## src/rtl/cordic_share_ctrl.sv

```systemverilog
// cordic_share_ctrl: time-multiplexes one shared CORDIC core between the two
// operands of a stage_1 result. Captures a pair, issues operand one then two
// via start/done, and presents both results with the matching half/square
// values as one result set.
module cordic_share_ctrl #(
  parameter int unsigned FLT_DATA_WIDTH    = 32,
  parameter int unsigned CORDIC_DATA_WIDTH = 22
) (
  input  logic                         clk,
  input  logic                         rst,
  input  logic                         clk_en,
  input  logic                         in_valid,
  input  logic [CORDIC_DATA_WIDTH-1:0] in_one,
  input  logic [CORDIC_DATA_WIDTH-1:0] in_two,
  input  logic [FLT_DATA_WIDTH-1:0]    half_in_one,
  input  logic [FLT_DATA_WIDTH-1:0]    half_in_two,
  input  logic [FLT_DATA_WIDTH-1:0]    square_in_one,
  input  logic [FLT_DATA_WIDTH-1:0]    square_in_two,
  output logic                         cordic_start,
  output logic [CORDIC_DATA_WIDTH-1:0] cordic_x,
  input  logic                         cordic_done,
  input  logic [FLT_DATA_WIDTH-1:0]    cordic_result,
  output logic                         done,
  output logic [FLT_DATA_WIDTH-1:0]    res_one,
  output logic [FLT_DATA_WIDTH-1:0]    res_two,
  output logic [FLT_DATA_WIDTH-1:0]    half_out_one,
  output logic [FLT_DATA_WIDTH-1:0]    half_out_two,
  output logic [FLT_DATA_WIDTH-1:0]    square_out_one,
  output logic [FLT_DATA_WIDTH-1:0]    square_out_two,
  output logic                         busy,
  output logic                         overrun
);

  localparam int unsigned FW = FLT_DATA_WIDTH;
  localparam int unsigned CW = CORDIC_DATA_WIDTH;

  typedef enum logic [2:0] {
    S_IDLE      = 3'd0,
    S_ISSUE_ONE = 3'd1,
    S_WAIT_ONE  = 3'd2,
    S_ISSUE_TWO = 3'd3,
    S_WAIT_TWO  = 3'd4,
    S_DONE      = 3'd5
  } state_t;

  state_t          state_q, state_d;
  logic [CW-1:0]   op_two_q, op_two_d;
  logic [FW-1:0]   half_one_q, half_one_d;
  logic [FW-1:0]   half_two_q, half_two_d;
  logic [FW-1:0]   square_one_q, square_one_d;
  logic [FW-1:0]   square_two_q, square_two_d;
  logic [CW-1:0]   cordic_x_q, cordic_x_d;
  logic [FW-1:0]   res_one_q, res_one_d;
  logic [FW-1:0]   res_two_q, res_two_d;
  logic [FW-1:0]   half_out_one_q, half_out_one_d;
  logic [FW-1:0]   half_out_two_q, half_out_two_d;
  logic [FW-1:0]   square_out_one_q, square_out_one_d;
  logic [FW-1:0]   square_out_two_q, square_out_two_d;
  logic            busy_q, busy_d;
  logic            overrun_q, overrun_d;

  // Next-state and register-load logic; the enable gating lives in the flops
  always_comb begin
    state_d          = state_q;
    op_two_d         = op_two_q;
    half_one_d       = half_one_q;
    half_two_d       = half_two_q;
    square_one_d     = square_one_q;
    square_two_d     = square_two_q;
    cordic_x_d       = cordic_x_q;
    res_one_d        = res_one_q;
    res_two_d        = res_two_q;
    half_out_one_d   = half_out_one_q;
    half_out_two_d   = half_out_two_q;
    square_out_one_d = square_out_one_q;
    square_out_two_d = square_out_two_q;
    overrun_d        = overrun_q;

    case (state_q)
      S_IDLE: begin
        if (in_valid) begin
          // operand one goes straight into the issue register
          cordic_x_d   = in_one;
          op_two_d     = in_two;
          half_one_d   = half_in_one;
          half_two_d   = half_in_two;
          square_one_d = square_in_one;
          square_two_d = square_in_two;
          state_d      = S_ISSUE_ONE;
        end
      end
      S_ISSUE_ONE: state_d = S_WAIT_ONE;
      S_WAIT_ONE: begin
        if (cordic_done) begin
          res_one_d  = cordic_result;
          cordic_x_d = op_two_q;
          state_d    = S_ISSUE_TWO;
        end
      end
      S_ISSUE_TWO: state_d = S_WAIT_TWO;
      S_WAIT_TWO: begin
        if (cordic_done) begin
          // pass-through values update together with res_two
          res_two_d        = cordic_result;
          half_out_one_d   = half_one_q;
          half_out_two_d   = half_two_q;
          square_out_one_d = square_one_q;
          square_out_two_d = square_two_q;
          state_d          = S_DONE;
        end
      end
      S_DONE:  state_d = S_IDLE;
      default: state_d = S_IDLE;
    endcase

    // any pair offered while not idle is dropped and flagged
    if (in_valid && (state_q != S_IDLE)) begin
      overrun_d = 1'b1;
    end

    busy_d = (state_d != S_IDLE);
  end

  // State and data registers, advancing only on enabled edges
  always_ff @(posedge clk or posedge rst) begin
    if (rst) begin
      state_q          <= S_IDLE;
      op_two_q         <= '0;
      half_one_q       <= '0;
      half_two_q       <= '0;
      square_one_q     <= '0;
      square_two_q     <= '0;
      cordic_x_q       <= '0;
      res_one_q        <= '0;
      res_two_q        <= '0;
      half_out_one_q   <= '0;
      half_out_two_q   <= '0;
      square_out_one_q <= '0;
      square_out_two_q <= '0;
      busy_q           <= 1'b0;
      overrun_q        <= 1'b0;
    end else if (clk_en) begin
      state_q          <= state_d;
      op_two_q         <= op_two_d;
      half_one_q       <= half_one_d;
      half_two_q       <= half_two_d;
      square_one_q     <= square_one_d;
      square_two_q     <= square_two_d;
      cordic_x_q       <= cordic_x_d;
      res_one_q        <= res_one_d;
      res_two_q        <= res_two_d;
      half_out_one_q   <= half_out_one_d;
      half_out_two_q   <= half_out_two_d;
      square_out_one_q <= square_out_one_d;
      square_out_two_q <= square_out_two_d;
      busy_q           <= busy_d;
      overrun_q        <= overrun_d;
    end
  end

  // Strobes are decoded from state so each lasts exactly one enabled cycle
  assign cordic_start = clk_en && ((state_q == S_ISSUE_ONE) || (state_q == S_ISSUE_TWO));
  assign done         = clk_en && (state_q == S_DONE);

  assign cordic_x       = cordic_x_q;
  assign res_one        = res_one_q;
  assign res_two        = res_two_q;
  assign half_out_one   = half_out_one_q;
  assign half_out_two   = half_out_two_q;
  assign square_out_one = square_out_one_q;
  assign square_out_two = square_out_two_q;
  assign busy           = busy_q;
  assign overrun        = overrun_q;

endmodule

```

## config.mk

```make
export PLATFORM = sky130hd
export DESIGN_NAME = cordic_share_ctrl
export DESIGN_NICKNAME = d
export VERILOG_FILES = /design/src/rtl/cordic_share_ctrl.sv
export SDC_FILE = /design/constraint.sdc
export NUM_CORES = 1
export LEC_CHECK = 0
export BUFFER_PORTS_ARGS = -buffer_cell sky130_fd_sc_hd__clkbuf_2
export CORE_UTILIZATION = 25
export CTS_BUF_LIST = sky130_fd_sc_hd__clkbuf_8
export DETAILED_ROUTE_END_ITERATION = 8
export GPL_ROUTABILITY_DRIVEN = 0
export PLACE_DENSITY = 0.46
export SYNTH_ARGS = -nofsm -noshare
export SYNTH_HDL_FRONTEND = slang
export SYNTH_SLANG_ARGS = --single-unit
```

## constraint.sdc

```tcl
create_clock -name clk -period 16.65 [get_ports clk]
set_input_delay 3.33 -clock clk [delete_from_list [all_inputs] [get_ports clk]]
set_output_delay 3.33 -clock clk [all_outputs]
set_load 0.02 [all_outputs]
```

==> flow_metrics.env <==
export IMPL_status="completed"
export IMPL_fin_util_pct=33.2
export IMPL_clkLatencyLatePin_ps=630
export IMPL_io_pins=427
export IMPL_groute_usage_overall_pct=12.6
export IMPL_rows=87
export IMPL_routed_wl_um=36600
export IMPL_layout_drive_gt1_share_pct=69.4
export IMPL_clockBufferDepth=3
export IMPL_dp_hpwl_um=25000
export IMPL_ctsHtreeMaxLevel=3
export IMPL_nets=1504
export IMPL_grt_pass1_wl_um=57300
export IMPL_cts_setup_buffers=0
export IMPL_die_area_um2=58600
export IMPL_max_slew_margin_pct=35.7
export IMPL_antenna_found_initial=1
export IMPL_cts_clk_slew_worst_paths_ps=50
export IMPL_crit_fanout=8
export IMPL_cts_resized=0
export IMPL_cts_tree="yes"
export IMPL_final_cell_mix="426 x clkbuf_2, 369 x dfrtp_1, 287 x mux2_2"
export IMPL_ys_ff_latch=369
export IMPL_whs_path_depth=1
export IMPL_period_needed_ps=7340
export IMPL_layout_commonest_cell="clkbuf_2"
export IMPL_vias_per_cell=4.09
export IMPL_synth_adder_area_share_pct=0
export IMPL_synth_top_family_by_area="multiplexers"
export IMPL_synth_distinct_cells=24
export IMPL_hold_path_class="flop to flop"
export IMPL_fin_skew_ps=27.4
export IMPL_grt_setup_unrepaired="false"
export IMPL_port_buffers=426
export IMPL_grt_pass1_vias=9462
export IMPL_synth_cells=826
export IMPL_areaGrowthSynthToFinish_pct=30.6
export IMPL_worstSetupEndpointType="primary output"
export IMPL_syn_area_um2=14400
export IMPL_final_max_slew_viol_count=0
export IMPL_drtAntennaViolNets=0
export IMPL_grt_max_degree=96
export IMPL_postSynthAreaPerCell_um2=17.5
export IMPL_cts_made_buffers=71
export IMPL_yosysWarnings=0
export IMPL_whs_ps=478
export IMPL_setup_viol=0
export IMPL_place_area_um2=17300
export IMPL_p_leak_nw=9.63
export IMPL_syn_nets=1035
export IMPL_start_kind="primary input"
export IMPL_drt_iter0_drc=273
export IMPL_tightest_slew_ps=964
export IMPL_core_um2=56700
export IMPL_reg2reg_depth=5
export IMPL_crit_type="primary input to primary output"
export IMPL_yosysSeqAreaShare_pct=64.1
export IMPL_finalHoldViolCount=0
export IMPL_power_density_nw_per_um2=204
export IMPL_drv_cap=0
export IMPL_synth_compound_area_share_pct=0.365
export IMPL_die_w_um=242
export IMPL_ir_worst_vdd_uv=84.2
export IMPL_synth_simple_area_share_pct=0.686
export IMPL_cts_root_buffer="clkbuf_8"
export IMPL_required_ps=13320
export IMPL_reg2reg_setup_slack_ps=13510
export IMPL_critPathArrivalTime_ps=4010
export IMPL_tns_ps=0
export IMPL_post_route_drc_count=0
export IMPL_clock_sinks=369
export IMPL_cts_hold_buf=0
export IMPL_vias=8608
export IMPL_synth_area_mux_share_pct=32.9
export IMPL_period_share_pct=44.1
export IMPL_synth_xor_area_share_pct=0
export IMPL_start_util_pct=25.4
export IMPL_die_h_um=242
export IMPL_fmax_ghz=0.136
export IMPL_fin_area_um2=18800
export IMPL_grt_overflow=0
export IMPL_wire_per_inst_um=17.4
export IMPL_dr_pass1_iters=4
sequential cells by signal, indices dropped and copies added (netlist names):
name            cells
half_one_q         32
half_out_one       32
half_out_two       32
half_two_q         32
res_one            32
res_two            32
square_one_q       32
square_out_one     32
square_out_two     32
square_two_q       32
cordic_x           22
op_two_q           22
state_q             3
busy                1
overrun             1
stage by stage:
step | cells | power (mW) | setup WS [ps]
after detailed placement | 1978 | 2.96 | 9290
after CTS | 2104 | 3.92 | 9290
after global placement | 1978 | 2.93 | 9290
after global routing | 2105 | 4.08 | 9230
after floorplan | 826 | 2.48 | 3070
final | 2105 | 3.84 | 9310
cells by family after synthesis:
group / after synthesis
and+or+nand+nor: 15
DFF: 369
muxes: 388
buffers and inverters: 46
AOI/OAI and AO/OA: 8
Yosys cell counts (all sizes together):
library cell  count  area (um^2)
nor3              3         20.0
mux2            387         4730
buf              33          238
clkbuf           10         37.5
or4               1         7.51
o311ai            1         8.76
mux2i             1         10.0
or4b              1         10.0
inv               3         11.3
nand3             1         5.00
o22a              1         8.76
nor3b             2         15.0
a22o              1         8.76
dfrtp           369         9230
nand2             3         11.3
nor2              1         3.75
o22ai             1         6.26
nand2b            3         26.3
o21ai             4         20.0
power breakdown:
part,internal (mW),switching [mW],leakage [nW]
logic,0.669,0.686,4.18
registers,1.34,0.230,4.61
clock network,0.525,0.395,0.846
total,2.53,1.31,9.63
final cells by class:
| type | count | area (um^2) |
|---|---|---|
| fillers | 5679 | 37900 |
| flip-flops and latches | 369 | 9230 |
| clock buffers | 88 | 1210 |
| diodes | 1 | 2.50 |
| repair buffers | 439 | 2230 |
| multi-input cells | 411 | 4920 |
| clock inverters | 38 | 259 |
| well taps | 756 | 946 |
| inverters | 3 | 18.8 |
layer usage:
layer / part of all wire [%] / global-route usage (%)
met1: 41 / 15.1
met4: 3.0 / 5.14
met2: 49 / 20.4
met5: 0 / 0
met3: 7.1 / 4.69
path summary, 6_finish.rpt:
check / start / end
worst max-delay path: clk_en / done
worst min-delay path: half_one_q[24] / half_out_one[24]
worst max register to register: state_q[0] / square_two_q[23]
worst min register to register: half_one_q[24] / half_out_one[24]
max in group asynchronous: rst / cordic_x[21]
min in group asynchronous: rst / square_one_q[15]
critical path: stages:
cell	delay, ps
clkbuf_2	180
nand2_1	110
nor3b_1	190
clkbuf_2	200
No activity file was read; power rests on OpenSTA's default activity.
